**config.mk**
```make
export PLATFORM = sky130hd
export DESIGN_NAME = vga_sync_gen
export DESIGN_NICKNAME = d
export VERILOG_FILES = /design/src/rtl/vga_pkg.sv /design/src/rtl/vga_pixel_div.sv /design/src/rtl/vga_sync_gen.sv
export SDC_FILE = /design/constraint.sdc
export NUM_CORES = 1
export LEC_CHECK = 0
export ABC_AREA = 1
export CELL_PAD_IN_SITES_DETAIL_PLACEMENT = 1
export CELL_PAD_IN_SITES_GLOBAL_PLACEMENT = 2
export CORE_UTILIZATION = 29
export CTS_CLUSTER_SIZE = 10
export DETAILED_ROUTE_END_ITERATION = 8
export PLACE_DENSITY = 0.79
export SETUP_SLACK_MARGIN = 0.2
export SLEW_MARGIN = 10
export SYNTH_ARGS = -nofsm -noshare
export SYNTH_HDL_FRONTEND = slang
export SYNTH_HIERARCHICAL = 1
export SYNTH_SLANG_ARGS = --single-unit
```
**constraint.sdc**
```tcl
create_clock -name clk -period 1.3 [get_ports clk]
set_input_delay 0.13 -clock clk [delete_from_list [all_inputs] [get_ports clk]]
set_output_delay 0.13 -clock clk [all_outputs]
set_load 0.05 [all_outputs]
```
**src/rtl/vga_pkg.sv**
```systemverilog
// Shared 640x480 VGA geometry and colour constants.
// Used by the sync generator and by the graphics/text/mux blocks, so every
// consumer decodes pix_x/pix_y against the same timing.
// No ports (package).
package vga_pkg;

    // Horizontal timing, in pixels
    localparam int VGA_H_DISPLAY = 640;
    localparam int VGA_H_FP      = 16;
    localparam int VGA_H_SYNC    = 96;
    localparam int VGA_H_BP      = 48;
    localparam int VGA_H_TOTAL   = VGA_H_DISPLAY + VGA_H_FP + VGA_H_SYNC + VGA_H_BP;

    // Vertical timing, in lines
    localparam int VGA_V_DISPLAY = 480;
    localparam int VGA_V_FP      = 10;
    localparam int VGA_V_SYNC    = 2;
    localparam int VGA_V_BP      = 33;
    localparam int VGA_V_TOTAL   = VGA_V_DISPLAY + VGA_V_FP + VGA_V_SYNC + VGA_V_BP;

    typedef logic [9:0] coord_t;
    typedef logic [2:0] rgb_t;

    // 3-bit colours, bit order {R,G,B}
    localparam rgb_t RGB_BLACK   = 3'b000;
    localparam rgb_t RGB_BLUE    = 3'b001;
    localparam rgb_t RGB_GREEN   = 3'b010;
    localparam rgb_t RGB_CYAN    = 3'b011;
    localparam rgb_t RGB_RED     = 3'b100;
    localparam rgb_t RGB_MAGENTA = 3'b101;
    localparam rgb_t RGB_YELLOW  = 3'b110;
    localparam rgb_t RGB_WHITE   = 3'b111;

endpackage

```
**src/rtl/vga_pixel_div.sv**
```systemverilog
// Pixel clock-enable generator.
// Ports:
//   i_clk    - system clock
//   i_reset  - asynchronous active-high reset
//   o_p_tick - registered one-clk pulse, once every CLK_DIV clocks
module vga_pixel_div #(
    parameter int CLK_DIV = 2
) (
    input  logic i_clk,
    input  logic i_reset,
    output logic o_p_tick
);

    localparam logic [3:0] CNT_LAST = 4'(CLK_DIV - 1);

    logic [3:0] r_cnt;
    logic       r_tick;

    // The tick is registered from the counter's terminal value, so the first
    // tick lands CLK_DIV clocks after reset release (every clock when CLK_DIV=1).
    always_ff @(posedge i_clk or posedge i_reset) begin
        if (i_reset) begin
            r_cnt  <= '0;
            r_tick <= 1'b0;
        end else begin
            r_cnt  <= (r_cnt == CNT_LAST) ? 4'd0 : r_cnt + 4'd1;
            r_tick <= (r_cnt == CNT_LAST);
        end
    end

    assign o_p_tick = r_tick;

endmodule

```
**src/rtl/vga_sync_gen.sv**
```systemverilog
// VGA timing generator and pin driver.
// Produces pixel enable, live pixel coordinates, video_on and frame_tick for
// the graphics blocks, and drives registered hsync/vsync/rgb to the connector,
// all lagging pix_x/pix_y by exactly one pixel.
// Ports:
//   clk, reset  - system clock, asynchronous active-high reset
//   rgb_in      - colour for the current pix_x/pix_y
//   p_tick      - one-clk pixel enable
//   pix_x/pix_y - current counts, blanking included
//   video_on    - visible-area flag for the current counts
//   frame_tick  - one-clk pulse on the last pixel of the frame
//   hsync/vsync - registered sync to pins
//   rgb_out     - registered, blank-gated colour to pins
module vga_sync_gen
    import vga_pkg::*;
#(
    parameter int   CLK_DIV     = 2,
    parameter int   H_DISPLAY   = VGA_H_DISPLAY,
    parameter int   H_FP        = VGA_H_FP,
    parameter int   H_SYNC      = VGA_H_SYNC,
    parameter int   H_BP        = VGA_H_BP,
    parameter int   V_DISPLAY   = VGA_V_DISPLAY,
    parameter int   V_FP        = VGA_V_FP,
    parameter int   V_SYNC      = VGA_V_SYNC,
    parameter int   V_BP        = VGA_V_BP,
    parameter logic SYNC_ACTIVE = 1'b0
) (
    input  logic       clk,
    input  logic       reset,
    input  logic [2:0] rgb_in,
    output logic       p_tick,
    output logic [9:0] pix_x,
    output logic [9:0] pix_y,
    output logic       video_on,
    output logic       frame_tick,
    output logic       hsync,
    output logic       vsync,
    output logic [2:0] rgb_out
);

    localparam int H_TOTAL = H_DISPLAY + H_FP + H_SYNC + H_BP;
    localparam int V_TOTAL = V_DISPLAY + V_FP + V_SYNC + V_BP;

    localparam coord_t H_LAST       = coord_t'(H_TOTAL - 1);
    localparam coord_t V_LAST       = coord_t'(V_TOTAL - 1);
    localparam coord_t H_VIS        = coord_t'(H_DISPLAY);
    localparam coord_t V_VIS        = coord_t'(V_DISPLAY);
    localparam coord_t H_SYNC_FIRST = coord_t'(H_DISPLAY + H_FP);
    localparam coord_t H_SYNC_LAST  = coord_t'(H_DISPLAY + H_FP + H_SYNC - 1);
    localparam coord_t V_SYNC_FIRST = coord_t'(V_DISPLAY + V_FP);
    localparam coord_t V_SYNC_LAST  = coord_t'(V_DISPLAY + V_FP + V_SYNC - 1);

    logic   w_p_tick;
    logic   w_x_last;
    logic   w_y_last;
    logic   w_video_on;
    logic   w_hsync_act;
    logic   w_vsync_act;

    coord_t r_x;
    coord_t r_y;
    logic   r_hsync;
    logic   r_vsync;
    rgb_t   r_rgb;

    vga_pixel_div #(
        .CLK_DIV (CLK_DIV)
    ) u_pixel_div (
        .i_clk    (clk),
        .i_reset  (reset),
        .o_p_tick (w_p_tick)
    );

    assign w_x_last    = (r_x == H_LAST);
    assign w_y_last    = (r_y == V_LAST);
    assign w_video_on  = (r_x < H_VIS) && (r_y < V_VIS);
    assign w_hsync_act = (r_x >= H_SYNC_FIRST) && (r_x <= H_SYNC_LAST);
    assign w_vsync_act = (r_y >= V_SYNC_FIRST) && (r_y <= V_SYNC_LAST);

    // Raster counters: x wraps at end of line, y wraps together with x on the
    // last line.
    always_ff @(posedge clk or posedge reset) begin
        if (reset) begin
            r_x <= '0;
            r_y <= '0;
        end else if (w_p_tick) begin
            if (w_x_last) begin
                r_x <= '0;
                r_y <= w_y_last ? coord_t'(0) : r_y + coord_t'(1);
            end else begin
                r_x <= r_x + coord_t'(1);
            end
        end
    end

    // Pin register: samples the pre-advance counts, so the pins sit exactly
    // one pixel behind pix_x/pix_y and stay aligned with each other.
    always_ff @(posedge clk or posedge reset) begin
        if (reset) begin
            r_hsync <= ~SYNC_ACTIVE;
            r_vsync <= ~SYNC_ACTIVE;
            r_rgb   <= RGB_BLACK;
        end else if (w_p_tick) begin
            r_hsync <= w_hsync_act ? SYNC_ACTIVE : ~SYNC_ACTIVE;
            r_vsync <= w_vsync_act ? SYNC_ACTIVE : ~SYNC_ACTIVE;
            r_rgb   <= w_video_on ? rgb_in : RGB_BLACK;
        end
    end

    assign p_tick     = w_p_tick;
    assign pix_x      = r_x;
    assign pix_y      = r_y;
    assign video_on   = w_video_on;
    assign frame_tick = w_p_tick && w_x_last && w_y_last;
    assign hsync      = r_hsync;
    assign vsync      = r_vsync;
    assign rgb_out    = r_rgb;

endmodule

```
==> impl_metrics.csv <==
group,metric,value,unit
logic_synthesis,netlist-cell-type-count,30,
cells_and_area,multi_input_area,1061,um^2
drt,wire_per_inst,20.69,um
cts,numCtsBuffers,5,
timing,fin_ws,-0.3564,ns
floorplanning,die_w,78.41,um
place,place.gp.congestion,0.7976,
timing,worst_pin_slew,0.3022,ns
logic_synthesis,synth_nets,223,
timing,setup_viol,29,
timing,finalMaxSlewViolations,0,
cts,cts_tree,"done",
cells_and_area,drive_gt1_share,64.43,%
cells_and_area,area_delta_synth_final,117.8,%
drt,drt_iter0_drc,84,
cts,clockRootBuffer,"clkbuf_8",
global_routing,grt_pass1_wl,10290,um
job,maxCapViolCount,0,
worst_setup_path,cp_data_required_time,1.17,ns
timing,rsz0062_at_grt,"yes",
cts,htreeDepth,2,
worst_setup_path,worstSetupPathType,"flop to output pin",
worst_setup_path,start_kind,"flop",
logic_synthesis,yosys_warnings,6,
floorplanning,num_rows,27,
worst_setup_path,cp.arrival,1.53,ns
cells_and_area,final_cell_mix,"buf_6 (50), buf_4 (41), nand2_1 (34)",
drt,drc,0,
status,violations,"negative setup slack",
status,status,"finished with violations",
cells_and_area,regArea,779.5,um^2
cells_and_area,nNetsFinal,351,
logic_synthesis,synth.avg_cell_area,7.911,um^2
global_routing,gr-total-overflow,0,
global_routing,antenna_found_initial,0,
place,place_inst,348,
drt,drtPass1Iterations,6,
logic_synthesis,synth_seq_cells,30,
drt,routed_via_density,4.978,
timing,finalCritPeriodShare,127.4,%
timing,fin_skew,0.005467,ns
worst_hold_path,hold_path_class,"input pin to asynchronous set/reset pin",
cts,path_clk_slew,0.07,ns
timing,min_period,1.656,ns
worst_setup_path,end_kind,"output pin",
pwr,vdd_drop_max,0.4122,mV
floorplanning,initial_core_util,30.37,%
logic_synthesis,ys_top_cells_by_area,"dfrtp_1 (41%), nand2_1 (11%), inv_1 (6.7%), nor2_1 (4.7%), nand3_1 (4.1%)",
worst_setup_path,cp_max_fo,2,
logic_synthesis,yosysTopAreaCell,"dfrtp_1",
drt,via_count,2066,
cts,cts_buffer_depth,2,
pwr,power_per_cell_area,498.5,nW/um^2
pwr,power_leakage,1.652,nW
place,io_buffers,32,
floorplanning,die-height,78.41,um
global_routing,grt_pass1_vias,1996,
drt,antenna_left,0,
timing,max_freq,603.7,MHz
global_routing,grt_max_degree,26,
logic_synthesis,syn_area,1693,um^2
floorplanning,die-area,6147,um^2
cts,clkLatencyLatePin,0.28,ns
floorplanning,design.core.area,5574,um^2
logic_synthesis,ys_seq_area_share,44.49,%
global_routing,gr-usage-all-layers,21.98,%
timing,slew_headroom,79.78,%
cells_and_area,antenna_cells,0,
logic_synthesis,netlist_instances,214,
cts,clkSinkCount,30,
place,dp_slack,-0.1130,ns
cells_and_area,n_fill_cell,605,
timing,fin_tns_setup,-4.545,ns
floorplanning,ios,33,
logic_synthesis,synth_top_area_share,41.39,%
drt,totalWireLength,8588,um
place,dpl.hpwl,3857,um
timing,hold_violations,0,
cells_and_area,final_cell_count_no_fill,415,
cts,cts_hold_repair.buffers,0,
cells_and_area,final_common_cell,"buf_6",
-- cell usage after synthesis (all sizes together) --
library cell,instances
nor2,25
buf,4
o21ai,19
a21oi,2
nand2,51
xnor2,2
nand3,16
nand4,7
dfrtp,28
dfstp,2
and2,1
a31oi,1
nand3b,3
nor3,7
ha,4
xor2,7
clkbuf,1
inv,33
or2,1
-- state kept, by name, indices dropped and copies added (netlist names) --
name                  flops
hsync                     1
pix_x                    10
pix_y                    10
rgb_out                   3
u_pixel_div/o_p_tick      1
u_pixel_div/r_cnt         4
vsync                     1
-- timing repair --
action / 4_1_cts / 5_1_grt
buffers inserted: 28 / 31
setup endpoints to repair: 48 / 49
pin swaps: 18 / 22
gates resized for setup: 61 / 58
-- final cells by class --
class	count	area share [%]
clock inverters	1	0.1357
clock buffers	7	2.341
repair buffers	126	41.40
multi-input cells	146	28.78
well taps	72	2.443
inverters	33	3.767
flip-flops and latches	30	21.14
-- path summary, 6_finish.rpt --
path	endpoint	slack (ns)	from	cells past startpoint
max	frame_tick	-0.36	pix_y[1]$_DFFE_PP0P_	7
min	u_pixel_div/r_cnt[3]$_DFF_PP0_	0.10	reset	2
max reg2reg	pix_y[4]$_DFFE_PP0P_	-0.33	pix_x[1]$_DFFE_PP0P_	11
min reg2reg	u_pixel_div/r_cnt[3]$_DFF_PP0_	0.49	u_pixel_div/r_cnt[3]$_DFF_PP0_	2
max in group asynchronous	hsync$_DFFE_PP1P_	0.83	reset	3
min in group clk	rgb_out[2]$_DFFE_PP0P_	0.40	rgb_in[2]	3
-- where the power goes --
group / internal (mW) / switching [mW]
combinational: 0.0371 / 0.0445
clock: 0.427 / 0.386
sequential: 0.938 / 0.00599
-- kinds of logic (layout without fill, tap and decap cells) --
logic type,count (synthesis),after routing,share of synthesized area (%)
compound gates,22,22,7.022
xor+xnor,9,9,4.657
fa+ha+maj,4,4,2.957
buf+inv,38,167,9.609
flops,30,30,44.49
simple gates,111,111,31.26
-- worst max-delay path: stages, from the launching register on --
cell,delay [ns]
dfrtp_2,0.42
inv_2,0.10
ha_4,0.15
nand2_2,0.07
nor2_4,0.12
nand3_4,0.10
nor2_4,0.14
buf_12,0.15
-- per-stage QoR --
stage | area, um^2 | hold slack (ns) | power [mW] | utilization, %
finish | 3687 | 0.1011 | 1.838 | 66.15
global route | 3687 | 0.1309 | 1.888 | 66.15
CTS | 3218 | 0.09743 | 1.838 | 57.73
detailed placement | 2706 | 0.3975 | 1.044 | 48.55
global placement | 2706 | 0.3810 | 1.043 | 48.55
floorplan | 1790 | -0.09155 | 0.9921 | -
-- metal layers --
metal,vias up,track usage [%],wire (um)
met2,58,39.30,4472
met4,0,7.407,230
met1,1050,26.99,3622
li1,934,-,-
met3,24,3.023,263
met5,-,0,0
Note: power is estimated with default switching activity, not from simulation.
